$ cat config.mk
export PLATFORM = sky130hd
export DESIGN_NAME = regfile_wr_arbiter
export DESIGN_NICKNAME = d
export VERILOG_FILES = /design/src/rtl/regfile_wr_arbiter.sv
export SDC_FILE = /design/constraint.sdc
export NUM_CORES = 1
export LEC_CHECK = 0
export ABC_AREA = 1
export CAP_MARGIN = 20
export CORE_UTILIZATION = 41
export CTS_CLUSTER_DIAMETER = 60
export CTS_CLUSTER_SIZE = 10
export DETAILED_ROUTE_END_ITERATION = 16
export PLACE_DENSITY = 0.66
export SYNTH_ARGS = -nofsm -noshare
export SYNTH_HDL_FRONTEND = slang
export SYNTH_SLANG_ARGS = --single-unit
$ cat constraint.sdc
create_clock -name clk -period 3.7 [get_ports clk]
set_input_delay 1.11 -clock clk [delete_from_list [all_inputs] [get_ports clk]]
set_output_delay 1.11 -clock clk [all_outputs]
set_load 0.05 [all_outputs]
$ cat src/rtl/regfile_wr_arbiter.sv
// Register-file write-port arbiter: writeback has priority, MDU results
// are buffered in order and drained on idle cycles, with a busy scoreboard.
module regfile_wr_arbiter #(
  parameter int DEPTH        = 2,
  parameter int STARVE_LIMIT = 4
) (
  input  logic        clk,
  input  logic        rst,
  input  logic        wb_reg_write,
  input  logic [4:0]  wb_write_register,
  input  logic [31:0] wb_write_data_reg,
  input  logic        mdu_valid,
  output logic        mdu_ready,
  input  logic [4:0]  mdu_reg,
  input  logic [31:0] mdu_data,
  input  logic        issue_valid,
  input  logic [4:0]  issue_reg,
  input  logic [4:0]  rs_id,
  input  logic [4:0]  rt_id,
  output logic        busy_rs,
  output logic        busy_rt,
  output logic        reg_write,
  output logic [4:0]  write_register,
  output logic [31:0] write_data_reg,
  output logic        mdu_pending,
  output logic        hold_req
);

  localparam int AW = (DEPTH > 1) ? $clog2(DEPTH) : 1;
  localparam int CW = AW + 1;

  logic [4:0]    fifo_reg  [DEPTH];
  logic [31:0]   fifo_data [DEPTH];
  logic [AW-1:0] rd_ptr;
  logic [AW-1:0] wr_ptr;
  logic [CW-1:0] count;
  logic [31:0]   sb;
  logic [31:0]   sb_next;
  logic [3:0]    starve;
  logic [3:0]    starve_next;

  logic full;
  logic empty;
  logic wb_grant;
  logic push;
  logic pop;
  logic [4:0] head_reg;

  assign full      = (count == CW'(DEPTH));
  assign empty     = (count == '0);
  assign mdu_ready = !full;
  assign wb_grant  = wb_reg_write && (wb_write_register != 5'd0);
  assign push      = mdu_valid && !full && (mdu_reg != 5'd0);
  assign pop       = !wb_grant && !empty;
  assign head_reg  = fifo_reg[rd_ptr];

  assign mdu_pending = !empty;
  assign busy_rs     = sb[rs_id];
  assign busy_rt     = sb[rt_id];

  // Set after clear so a re-issue in the pop cycle stays busy.
  always_comb begin
    sb_next = sb;
    if (pop) sb_next[head_reg] = 1'b0;
    if (issue_valid && issue_reg != 5'd0) sb_next[issue_reg] = 1'b1;
    sb_next[0] = 1'b0;
  end

  always_comb begin
    starve_next = starve;
    if (empty || pop) starve_next = 4'd0;
    else if (wb_grant && starve != 4'hf) starve_next = starve + 4'd1;
  end

  always_ff @(posedge clk) begin
    if (push) begin
      fifo_reg[wr_ptr]  <= mdu_reg;
      fifo_data[wr_ptr] <= mdu_data;
    end
  end

  always_ff @(posedge clk or posedge rst) begin
    if (rst) begin
      rd_ptr         <= '0;
      wr_ptr         <= '0;
      count          <= '0;
      sb             <= '0;
      starve         <= 4'd0;
      hold_req       <= 1'b0;
      reg_write      <= 1'b0;
      write_register <= 5'd0;
      write_data_reg <= 32'd0;
    end else begin
      if (push) wr_ptr <= wr_ptr + AW'(1);
      if (pop) rd_ptr <= rd_ptr + AW'(1);
      if (push && !pop) count <= count + CW'(1);
      else if (pop && !push) count <= count - CW'(1);
      sb       <= sb_next;
      starve   <= starve_next;
      hold_req <= (starve_next >= 4'(STARVE_LIMIT));
      reg_write <= wb_grant || pop;
      if (wb_grant) begin
        write_register <= wb_write_register;
        write_data_reg <= wb_write_data_reg;
      end else if (pop) begin
        write_register <= head_reg;
        write_data_reg <= fifo_data[rd_ptr];
      end
    end
  end

endmodule

# Yosys cells after proc, flatten, opt, wreduce, memory -nomap -nowiden
# Memories as Yosys holds them, arrays and structs flattened.
# Cells that the tools add are included.
# totals
register_bits	78
ram_bits	74
input_bits	94
output_inout_bits	43
word_cells	71
memories	2
# classes
n_addsub	5
magnitude_cmp	7
eq_ne	2
mux	20
n_bitwise	3
n_reduce_logical	23
# mem_list
name	depth	width	rd	rd_clocked_by_memory_dff	write_ports	line_no	source
fifo_data	2	32	1	0	1	33	logic [31:0] fifo_data [DEPTH];
fifo_reg	2	5	1	0	1	32	logic [4:0] fifo_reg [DEPTH];
# ops
cell	n
2-to-1 mux 32 bit	4
AND 32 bit	1
inverter 32 bit	1
bitwise OR 32 bit	1
< comparator 5 x 6 -> 1 bit, second input constant	4
nonzero test 5 bit	3
binary-select mux 1 bit (select 5 bit)	2
demux 1 bit (select 5 bit)	2
>= comparator 5 x 1 -> 1 bit, second input constant	2
logical AND 1 bit	10
2-to-1 mux 5 bit	2
2-to-1 mux 4 bit	2
2-to-1 mux 1 bit	6
logical NOT 1 bit	5
adder 4 x 1 -> 4 bit, second input constant	1
>= comparator 4 x 3 -> 1 bit, second input constant	1
2-to-1 mux 2 bit	2
!= test 4 bit, second input constant	1
nonzero test 2 bit	2
adder 1 bit, second input constant	2
adder 2 x 1 -> 2 bit, second input constant	1
equality test 2 bit, second input constant	1
logical NOT 2 bit	1
logical OR 1 bit	2
subtractor 2 x 1 -> 2 bit, second input constant	1

# Logic depth before layout (Yosys ltp)
# Gate-level depths: netlist (run 1).
# An unclocked memory read counts as a cell.
# logic_depth
word_depth	10
ltp_mapped	11

# Worst setup path after synthesis (run 1)
# OpenSTA, ideal clock, no wires.
# synth_timing
path_kind	input to register
start	input port mdu_valid
end	memory fifo_data[1][0], enable pin
setup_time_ns	0.433
arrival_time_ns	2.958
required_ns	3.267
setup_slack_ns	0.309
stages	3
cell_sequence	a21boi_0 -> nand2_1 -> nor2_1
# synth_via
elab_chain_len	4
# synth_rtl
element	line_no	source
from (decl)	12	input logic mdu_valid,
logical AND 1 bit (2 in a row)	53	assign push = mdu_valid && !full && (mdu_reg != 5'd0);
2-to-1 mux 1 bit	76	if (push) begin
2-to-1 mux 1 bit (implied by the code)	78	fifo_data[wr_ptr] <= mdu_data;
to (decl)	33	
# No other way between the ends.

# Worst setup path in the final report (run 1)
# layout_timing
start	input port rs_id[1]
end	output port busy_rs
# layout_via
elab_chain_len	2
# layout_rtl
element	line_no	source
from (decl)	18	input logic [4:0] rs_id,
binary-select mux 1 bit (select 5 bit)	58	assign busy_rs = sb[rs_id];
2-to-1 mux 1 bit (implied by the code)	58	
to (decl)	20	output logic busy_rs,
# No other way between the ends. The select of a mux whose other input is x is not followed.

==> impl_metrics.yaml, run 1 <==
grt:
  grt_pass1_vias: 5603
  grt-ovfl-total: 0
  grt_usage: 0.2164
  grt_pass1_wl_mm: 28.96
  antenna_found_initial: 0
  grt_max_degree: 46
yosys:
  yosysSeqAreaShare: 0.6024
  synth_edf_count: 74
  syn_inst: 763
  synth_fp_nets: 859
  synth.avg_cell_area_um2: 9.081
  ys_ff_latch: 152
  synth_top_area_share: 0.3207
  ys_warn_count: 0
  ys_top_cells_by_count: "331 x nand2_1, 96 x nand3_1, 78 x dfrtp_1"
  synth.distinct_cells: 30
  synth_ff_type: "dfrtp_1"
  netlist.top_cell.by_area: "edfxtp_1"
  synthTopCellsByArea: "edfxtp_1 32%, dfrtp_1 28%, nand2_1 18%, nand3_1 6.9%, inv_1 1.9%"
  syn-cell-area_um2: 6929
  yosysMostFrequentCell: "nand2_1"
  async_reset_ff_frac: 0.5132
power_and_ir_drop:
  switching_power_mw: 2.845
  pwr-share-comb: 0.380
  cellLeakagePower_nw: 3.911
  p_int_mw: 4.317
  peakVddDrop_mv: 0.4403
  power.total_mw: 7.162
  seqPwrFrac: 0.377
  power.density_nw_per_um2: 781.2
  p_sw_frac: 0.3972
  clkPwrFrac: 0.243
detailed_routing:
  dr.max_layer_used: "met4"
  route.met2.wl_mm: 8.378
  route.vias.total: 5693
  initialDrtViolationCount: 310
  vias_per_cell: 5.007
  met1_length_mm: 7.763
  drc: 0
  wire_per_inst_um: 15.61
  totalWireLength_mm: 17.75
  dr.pass1.iters: 5
  ant_nets: 0
  met3_wirelength_mm: 1.324
timing:
  fin_crit_ps: 3564
  final_hold_viol_count: 0
  setup_viol: 0
  max_freq_mhz: 280.6
  slew_viol_final: 0
  period_share: 0.9632
  worst_slew_pin_slew_ps: 808.5
  maxSlewHeadroom: 0.4610
  finalSetupTns_ps: 0
  fin_skew_ps: 5.974
  rsz0062_at_grt: "no"
finish:
  final_layout_size_suffix_gt1_frac: 0.07961
  final_area_um2: 9168
  syn2layout_area_growth_pct: 32.30
  fillers: 1488
  largest_register_ffs: 64
  layout.nets: 1000
  antenna_cells: 0
  instances_no_fill: 1137
  fin_util: 0.5548
status:
  status: "finished, final reports clean"
floorplanning:
  die_y_um: 132
  rows: 47
  initial_utilization: 0.4193
  dieArea_um2: 17420
  ios: 137
  coreArea_um2: 16520
  die_w_um: 132
clock_network:
  htreeDepth: 4
  clock_latency_ps: 420
  root_buffer: "clkbuf_16"
  cts_buffers: 17
  cts_tree: "built"
  cts_sinks: 152
  path_clk_slew_ps: 50
  cts_max_path_buffers: 2
setup_path:
  arrival_ps: 2450
  required_ps: 2590
  cp_slowest_cell: "clkdlybuf4s50_1"
  crit_chain: "clkdlybuf4s50_1, buf_4, nand3_1, nand3_1, nand2_1, nand2_1, nand2_1, nand2_1, nand2_1, buf_12"
  critPathMaxStageDelay_ps: 490
  crit_buf_inv: 3
  cp_max_fo: 8
  critical_path_class: "input port to output port"
  cp-start-kind: "input port"
  crit_top_cell: "nand2_1"
  end_kind: "output port"
  critPathTopFamily: "buffers and inverters"
flow_run:
  drv_cap: 0
placement:
  postPlaceCellArea_um2: 8541
  place_inst: 1102
  port-buffer-count: 136
  gp_congestion: 0.8860
  hpwl_mm: 12.04
min_path:
  hold_class: "flop to flop"
[metal layers]
| layer | track usage | vias up |
|---|---|---|
| met4 | 0.08463 | 0 |
| met1 | 0.2728 | 2696 |
| li1 | - | 2794 |
| met5 | 0 | - |
| met3 | 0.06574 | 19 |
| met2 | 0.3492 | 184 |
[kinds of logic (layout without fill, tap and decap cells)]
family | Yosys count | in the layout | synth area share
AO/OA/AOI/OAI | 52 | 52 | 0.04641
AND/OR/NAND/NOR | 478 | 478 | 0.2886
adder cells (fa/ha/maj) | 2 | 2 | 0.003611
buffers and inverters | 68 | 222 | 0.04406
multiplexers | 6 | 6 | 0.008668
flip-flops | 152 | 152 | 0.6024
XOR/XNOR | 5 | 5 | 0.006320
[cells in the final DEF, fill, tap and decap left out, types with 5 or more instances in the layout]
| cell | netlist | final |
|---|---|---|
| nand2_1 | 331 | 331 |
| clkdlybuf4s50_1 | 0 | 132 |
| nand3_1 | 96 | 96 |
| dfrtp_1 | 78 | 78 |
| edfxtp_1 | 74 | 74 |
| inv_1 | 35 | 31 |
| nor2_1 | 25 | 23 |
| o21ai_0 | 20 | 20 |
| clkbuf_16 | 0 | 17 |
| o211ai_1 | 16 | 16 |
| buf_4 | 8 | 10 |
| o21ai_1 | 9 | 9 |
| nor2_4 | 4 | 6 |
| inv_2 | 5 | 6 |
| mux2i_1 | 6 | 6 |
| nor3_1 | 5 | 5 |
| clkinvlp_4 | 0 | 5 |
| or2_2 | 5 | 5 |
[power by group through the flow]
stage          clock (mW)  combinational (mW)  sequential (mW)
2_1_floorplan           0                1.31             3.19
3_3_place_gp            0                2.70             2.71
3_5_place_dp            0                2.73             2.71
4_1_cts              1.76                2.74             2.69
5_1_grt              1.83                2.97             2.76
6_report             1.74                2.72             2.70
[repair_timing]
action | 4_1_cts | 5_1_grt
hold buffers | 0 | 0
cloned | 0 | 1
pin swaps | 0 | 0
buffers inserted | 2 | 0
endpoints found under the setup margin | 1 | 2
gates resized for setup | 3 | 4
[cell type report]
type                            count  area, um2  area share
Sequential cell                   152       4174      0.4553
Multi-Input combinational cell    543       2465      0.2689
Timing Repair Buffer              148       1489      0.1624
Clock buffer                       23      467.9     0.05104
Tap cell                          220      275.3     0.03003
Inverter                           41      165.2     0.01802
Clock inverter                      9      123.9     0.01351
Timing Repair inverter              1      7.507   0.0008189
[stage by stage]
| stage | setup slack, ps | hold WS, ps |
|---|---|---|
| CTS | 9.070 | 483.6 |
| floorplan | 309.2 | 441.7 |
| global route | 34.24 | 496.9 |
| finish | 136.1 | 476.6 |
| detailed placement | -86.40 | 469.6 |
| global placement | -88.87 | 465.3 |
[worst reg2reg max path, cell delays in order, from the launching register on]
cell	delay, ps
dfrtp_1	390
inv_2	520
nand2_1	200
o21ai_4	150
inv_2	100
nor2_4	230
nand2_1	90
o21ai_1	120
o21ai_0	90
[path summary, 6_finish.rpt]
path	endpoint	cells past startpoint	startpoint	slack (ps)
max in group asynchronous	write_data_reg[2]$_DFFE_PP0P_	3	rst	1850
max	busy_rs	10	rs_id[1]	140
min in group asynchronous	write_data_reg[26]$_DFFE_PP0P_	2	rst	1140
max reg2reg	sb[26]$_DFF_PP0_	8	rd_ptr$_DFFE_PP0N_	1690
min	write_data_reg[29]$_DFFE_PP0P_	2	write_data_reg[29]$_DFFE_PP0P_	480
min reg2reg	write_data_reg[29]$_DFFE_PP0P_	2	write_data_reg[29]$_DFFE_PP0P_	480
Note: power is estimated with default switching activity, not from simulation.
==> run 2: changes to the inputs <==
--- a/config.mk
+++ b/config.mk
@@ -12,6 +12,7 @@
 export CTS_CLUSTER_SIZE = 10
 export DETAILED_ROUTE_END_ITERATION = 16
 export PLACE_DENSITY = 0.66
+export SKIP_LAST_GASP = 1
 export SYNTH_ARGS = -nofsm -noshare
 export SYNTH_HDL_FRONTEND = slang
 export SYNTH_SLANG_ARGS = --single-unit
==> constraint.sdc (replaced) <==
create_clock -name clk -period 4.1 [get_ports clk]
set_input_delay 1.23 -clock clk [delete_from_list [all_inputs] [get_ports clk]]
set_output_delay 1.23 -clock clk [all_outputs]
set_load 0.05 [all_outputs]
==> run 2 against run 1 <==
Setup slack worse by 52 ps. Hold slack hardly changed. Clock power is 11% lower. Critical path depth is 2 higher. Core utilization hardly changed. Largest cell class unchanged. Largest power group unchanged.
==> impl_metrics.yaml, run 2 (same netlist as run 1, synthesis figures left out) <==
status:
  status: "finished, final reports clean"
timing:
  period_share: 0.9795
  slew_viol_final: 0
  finalSetupTns_ps: 0
  maxSlewHeadroom: 0.4295
  setup_viol: 0
  fin_skew_ps: 7.785
  rsz0062_at_grt: "no"
  max_freq_mhz: 249.0
  final_hold_viol_count: 0
  finalWorstSetupSlack_ps: 83.87
  fin_crit_ps: 4016
  worst_slew_pin_slew_ps: 854.7
clock_network:
  cts_sinks: 152
  root_buffer: "clkbuf_16"
  cts_tree: "built"
  path_clk_slew_ps: 50
  cts_buffers: 17
  clock_latency_ps: 420
  htreeDepth: 4
  cts_max_path_buffers: 2
  holdBufCountCts: 0
floorplanning:
  initial_utilization: 0.4193
  rows: 47
  dieArea_um2: 17420
  die_y_um: 132
  ios: 137
  die_w_um: 132
  coreArea_um2: 16520
finish:
  largest_register_ffs: 64
  layout_common_cells: "331 x nand2_1, 133 x clkdlybuf4s50_1, 96 x nand3_1, 78 x dfrtp_1, 74 x edfxtp_1"
  layout.nets: 997
  final_common_cell: "nand2_1"
  instances_no_fill: 1134
  fin_util: 0.5552
  antenna_cells: 0
  final_layout_size_suffix_gt1_frac: 0.07659
  syn2layout_area_growth_pct: 32.39
setup_path:
  end_kind: "output port"
  critical_path_class: "input port to output port"
  required_ps: 2870
  cp-start-kind: "input port"
  arrival_ps: 2790
  ff2ff_setup_slack_ps: 1800
  cp_max_fo: 12
power_and_ir_drop:
  peakVddDrop_mv: 0.3877
  power.density_nw_per_um2: 701.8
  cellLeakagePower_nw: 3.912
placement:
  hpwl_mm: 11.89
  place_inst: 1100
  dp_slack_ps: 102.4
  port-buffer-count: 136
  gp_congestion: 0.8565
grt:
  antenna_found_initial: 0
  grt-ovfl-total: 0
  grt_max_degree: 46
  grt_pass1_wl_mm: 28.34
  grt_pass1_vias: 5468
  grt_usage: 0.2113
detailed_routing:
  drc: 0
  wire_per_inst_um: 15.45
  route.vias.total: 5692
  dr.pass1.iters: 5
  ant_nets: 0
  initialDrtViolationCount: 342
  totalWireLength_mm: 17.52
  vias_per_cell: 5.019
min_path:
  hold_class: "flop to flop"
flow_run:
  drv_cap: 0
run 2: timing repair:
| item | 4_1_cts | 5_1_grt |
|---|---|---|
| endpoints found under the hold margin | 0 | 0 |
| buffers inserted | 0 | 1 |
| gates resized for setup | 0 | 5 |
| setup endpoints to repair | 0 | 2 |
run 2: where the power goes:
| part | leakage [nW] | internal (mW) | switching (mW) |
|---|---|---|---|
| logic | 1.99 | 0.797 | 1.67 |
| clock network | 0.293 | 0.972 | 0.576 |
| registers | 1.63 | 2.12 | 0.305 |
| total | 3.91 | 3.89 | 2.55 |
run 2: worst max-delay path, cell delays in order:
cell             delay (ps)
clkdlybuf4s50_1         530
clkinvlp_4              150
buf_12                  160
nand2_1                  50
nand3_1                  70
nand3_1                 130
nand2_1                  70
nand2_1                  50
nand2_1                  50
nand2_1                  50
nand2_1                  80
buf_12                  160
run 2: per-layer routing:
metal / track usage / wire length, um / share of wire / vias to the layer above
met5: 0 / 0 / 0 / -
met4: 0.07235 / 221 / 0.013 / 0
met3: 0.07151 / 1589 / 0.091 / 19
met2: 0.3398 / 8349 / 0.48 / 218
met1: 0.2665 / 7361 / 0.42 / 2667
li1: - / - / - / 2788
run 2: final timing paths:
check | from | to | depth (start not counted)
worst max register to register | rd_ptr$_DFFE_PP0N_ | sb[27]$_DFF_PP0_ | 9
worst min-delay path | write_data_reg[29]$_DFFE_PP0P_ | write_data_reg[29]$_DFFE_PP0P_ | 2
max in group asynchronous | rst | count[0]$_DFFE_PP0P_ | 3
worst max-delay path | rs_id[0] | busy_rs | 12
min in group asynchronous | rst | write_data_reg[24]$_DFFE_PP0P_ | 2
worst min register to register | write_data_reg[29]$_DFFE_PP0P_ | write_data_reg[29]$_DFFE_PP0P_ | 2
run 2: cell type report:
cell class | count | area, um2
Clock buffer | 23 | 499.2
Clock inverter | 9 | 95.09
Fill cell | 1456 | 7351
Inverter | 41 | 165.2
Multi-Input combinational cell | 543 | 2465
Sequential cell | 152 | 4174
Tap cell | 220 | 275.3
Timing Repair Buffer | 145 | 1493
Timing Repair inverter | 1 | 7.507
run 2: metrics by stage:
stage	power [mW]	hold WS, ps	instance area (um2)
after floorplan	4.052	441.7	6929
after global placement	4.890	461.4	8538
after detailed placement	4.909	464.1	8538
after CTS	6.478	477.7	9133
after global routing	6.803	505.8	9174
final	6.438	476.2	9174
==> RTL edit 1, RTL diff (flow settings as in run 1) <==
Change the parameter `DEPTH` from 2 to 4.
--- a/src/rtl/regfile_wr_arbiter.sv
+++ b/src/rtl/regfile_wr_arbiter.sv
@@ -1,7 +1,7 @@
 // Register-file write-port arbiter: writeback has priority, MDU results
 // are buffered in order and drained on idle cycles, with a busy scoreboard.
 module regfile_wr_arbiter #(
-  parameter int DEPTH        = 2,
+  parameter int DEPTH        = 4,
   parameter int STARVE_LIMIT = 4
 ) (
   input  logic        clk,
Behaviour: not the same (Yosys sat finds a counterexample within 4 cycles, from zero or initial values and one cycle with rst high).
==> RTL edit 1 against run 1 <==
Wire length is 45% higher; power is 40% higher; count of clock-buffer cells in the layout is 22 higher; global-route usage is 1.3 points lower; area after synthesis is 47% higher; sequential cell count is 77 higher; die area is 47% higher; worst setup slack worse by 27 ps; design area is 39% higher.
==> RTL edit 1: results (changes against run 1) <==
* H-tree depth at 1 (was 4)
* All-Layer GR Usage at 20.3% (was 21.6%)
* Post-synth EDFFs at 148 (was 74)
* Post-synth top cells: nand2_1, edfxtp_1, nor2_1, dfrtp_1, nand3_1 (was nand2_1, nand3_1, dfrtp_1, edfxtp_1, inv_1)
* CTS Buf Count at 26 (was 17)
* Register area at 0.00647 mm^2 (was 0.00417 mm^2)
* Slew @ Worst Pin at 835 ps (was 808 ps)
* Multi-input gate area at 0.00331 mm^2 (was 0.00246 mm^2)
* Adder-cell share of the synthesized area at 0.931% (was 0.361%)
* XOR/XNOR Fraction of Synth Area at 0.514% (was 0.632%)
* Hold wc startpoint: sb[2]$_DFF_PP0_ (was write_data_reg[29]$_DFFE_PP0P_)
* Mux cell area share after synthesis at 0.110% (was 0.867%)
* # fillers at 2169 (was 1488)
* Initial antenna violation count at 3 (was 0)
* Clock Skews at 7.19 ps (was 5.97 ps)
* Crit path largest cell delay at 450 ps (was 490 ps)
* Layout Nets at 1295 (was 1000)
* Maximum clock insertion buffer count at 3 (was 2)
* Synthesized Nets at 1146 (was 859)
* Proportion of layout cells with a drive suffix above 1 at 7.92% (was 7.96%)
* Layout area overhead at 25.1% (was 32.3%)
* Layout Cells excl Fill at 1538 (was 1137)
* RePlAce Congestion at 0.940 (was 0.886)
* WL final at 25700 um (was 17800 um)
* Critical R2R Launch: rd_ptr[1]$_DFFE_PP0N_ (was rd_ptr$_DFFE_PP0N_)
* Status: finished clean (unchanged)
* Hold Path End: sb[2]$_DFF_PP0_ (was write_data_reg[29]$_DFFE_PP0P_)
[RTL edit 1: cell types whose count changed after synthesis, sizes merged, moves of 18 or more]
cell	before	now
edfxtp	74	148
a22oi	0	18
nand2	335	393
nor2	32	90
a21oi	3	28
o21ai	32	73
[RTL edit 1: what timing repair did]
action	in CTS	in global routing
endpoints found under the hold margin	0	0
gates resized for setup	7	2
setup endpoints to repair	2	1
cloned	2	0
[RTL edit 1: worst reg2reg max path: stages (launching register included)]
cell and delay (ps):
dfrtp_2 820, buf_4 450, nand2_1 110, nand2_2 140
inv_2 80, nor2_1 300, nand2_1 100, nand2_1 70
nand2_1 50
[RTL edit 1: layer usage]
layer  vias to the layer above  part of all wire [%]  track usage [%]
met5                         -                     0                0
met3                        49                   6.9             3.87
met2                       229                    47             33.6
met4                         0                   2.3             5.89
li1                       3780                     -                -
met1                      3617                    44             27.2
[RTL edit 1: where the power goes]
part           internal (W)  switching (W)
sequential          0.00348       0.000477
combinational       0.00122        0.00258
clock               0.00131       0.000960
total               0.00601        0.00402
==> RTL edit 2, RTL diff (flow settings as in run 1) <==
Made on the original files. Make the reset (`rst`) synchronous in one clocked block.
--- a/src/rtl/regfile_wr_arbiter.sv
+++ b/src/rtl/regfile_wr_arbiter.sv
@@ -79,7 +79,7 @@
     end
   end
 
-  always_ff @(posedge clk or posedge rst) begin
+  always_ff @(posedge clk) begin
     if (rst) begin
       rd_ptr         <= '0;
       wr_ptr         <= '0;
Formal check against the unedited RTL: differs if rst is asserted again (counterexample within 4 cycles, from zero or initial values and one cycle with rst high); with rst held inactive, the same outputs for 4 cycles.
==> RTL edit 2 against run 1 <==
Utilization shrank 0.13 points; area after synthesis grew 2.4%; worst setup slack worse by 6.1 ps; power shrank 22%; sequential power fell by 21%; wire length up 7.8%; largest cell class unchanged; critical path type unchanged; sequential cell count is 1 higher; clock skew is 4.3 ps higher; non-clock buffer count increased by 1; design area is 1.2% higher.
==> RTL edit 2: results (changes against run 1) <==
* Drt wl/cell at 15.0 um (was 15.6 um)
* Clock Skews at 10.3 ps (was 5.97 ps)
* Int Power at 0.00363 W (was 0.00432 W)
* Pre-CTS setup slack at -21.0 ps (was -86.4 ps)
* Multi-input gates at 655 (was 543)
* Ys flop type: dfxtp_1 (was dfrtp_1)
* XOR/XNOR Fraction of Synth Area at 0.123% (was 0.632%)
* Clock power share at 31.2% (was 24.3%)
* Terminus of the critical flop-to-flop path: write_data_reg[6]$_SDFFE_PP0P_ (was sb[26]$_DFF_PP0_)
* Register area share after synthesis at 53.6% (was 60.2%)
* Dpl hpwl at 12800 um (was 12000 um)
* Proportion of layout cells with a drive suffix above 1 at 6.35% (was 7.96%)
* Hold Path Depth at 1 (was 2)
* Synthesized Nets at 1009 (was 859)
* # fillers at 1551 (was 1488)
* Syn Inst Count at 913 (was 763)
* Synth Area in Compound Gates at 7.55% (was 4.64%)
* Via density at 4.98 (was 5.01)
* Placed Cells incl. Taps at 1241 (was 1102)
* Post-synth top cells: nand2_1, nand3_1, dfxtp_1, a21oi_1, edfxtp_1 (was nand2_1, nand3_1, dfrtp_1, edfxtp_1, inv_1)
* Status: finished clean (unchanged)
* Signal inverters at 66 (was 42)
* RePlAce Congestion at 0.884 (was 0.886)
* First-pass GRT wire length at 30900 um (was 29000 um)
* Register area at 0.00380 mm^2 (was 0.00417 mm^2)
* ClkCell Share at 6.51% (was 6.46%)
* Detail Route met2 WL at 8840 um (was 8380 um)
* Comb group at 0.00172 W (was 0.00272 W)
* Met3 Use GR at 7.42% (was 6.57%)
* Multi-input gate area at 0.00284 mm^2 (was 0.00246 mm^2)
* Critical R2R Launch: count[0]$_SDFFE_PP0P_ (was rd_ptr$_DFFE_PP0N_)
* Mux cell area share after synthesis at 0.564% (was 0.867%)
* Slew HR at 45.1% (was 46.1%)
* Clock Buffer Count at 27 (was 23)
* Num sequential at 153 (was 152)
* Final core occ at 55.3% (was 55.5%)
* Non-clk bufs at 149 (was 148)
* Adder-cell share of the synthesized area at 0.353% (was 0.361%)
* Hold slack at 454 ps (was 477 ps)
* Total number of vias at 6354 (was 5693)
* Met1 usage at 27.7% (was 27.3%)
* DP Area at 0.00865 mm^2 (was 0.00854 mm^2)
* Synth area leaders: edfxtp_1, dfxtp_1, nand2_1, nand3_1, a21oi_1 (was edfxtp_1, dfrtp_1, nand2_1, nand3_1, inv_1)
* Vias in the first global route at 6036 (was 5603)
* Netlist Area Pre-Place at 0.00710 mm^2 (was 0.00693 mm^2)
* NonClk Buf Share at 16.0% (was 16.2%)
* Metal-1 WL at 8250 um (was 7760 um)
* Hold Path End: rd_ptr$_SDFFE_PP0N_ (was write_data_reg[29]$_DFFE_PP0P_)
* Met2 GRT Util at 36.4% (was 34.9%)
* Reg2reg setup slack at 1790 ps (was 1690 ps)
* Layout Nets at 1138 (was 1000)
* Reg2Reg Depth at 7 (was 8)
-- RTL edit 2: cell families after synthesis --
| logic type | count (synthesis) |
|---|---|
| buffers and inverters | 105 |
| xor gates and xnor gates | 1 |
| adders and majority gates | 2 |
| and+or+nand+nor | 546 |
| AOI/OAI and AO/OA | 102 |
| DFF | 153 |
| muxes | 4 |
-- RTL edit 2: how the worst max path moves through the flow --
stage | to | from | slack, ps | cells past startpoint
global placement | busy_rt | rt_id[0] | 2 | 11
CTS | busy_rs | rs_id[0] | 0.4 | 11
finish | busy_rt | rt_id[1] | 130 | 10
global route | busy_rt | rt_id[0] | 10 | 11
floorplan | fifo_data[1][0]$_DFFE_PP_ | mdu_valid | 310 | 3
detailed placement | busy_rt | rt_id[0] | -20 | 11
-- RTL edit 2: critical path, stage by stage --
cell	delay, ps
clkdlybuf4s50_1	420
inv_1	230
nand3_1	130
nand3_1	100
nand2_1	60
nand2_1	60
nand2_1	50
nand2_1	50
nand2_1	80
buf_12	160
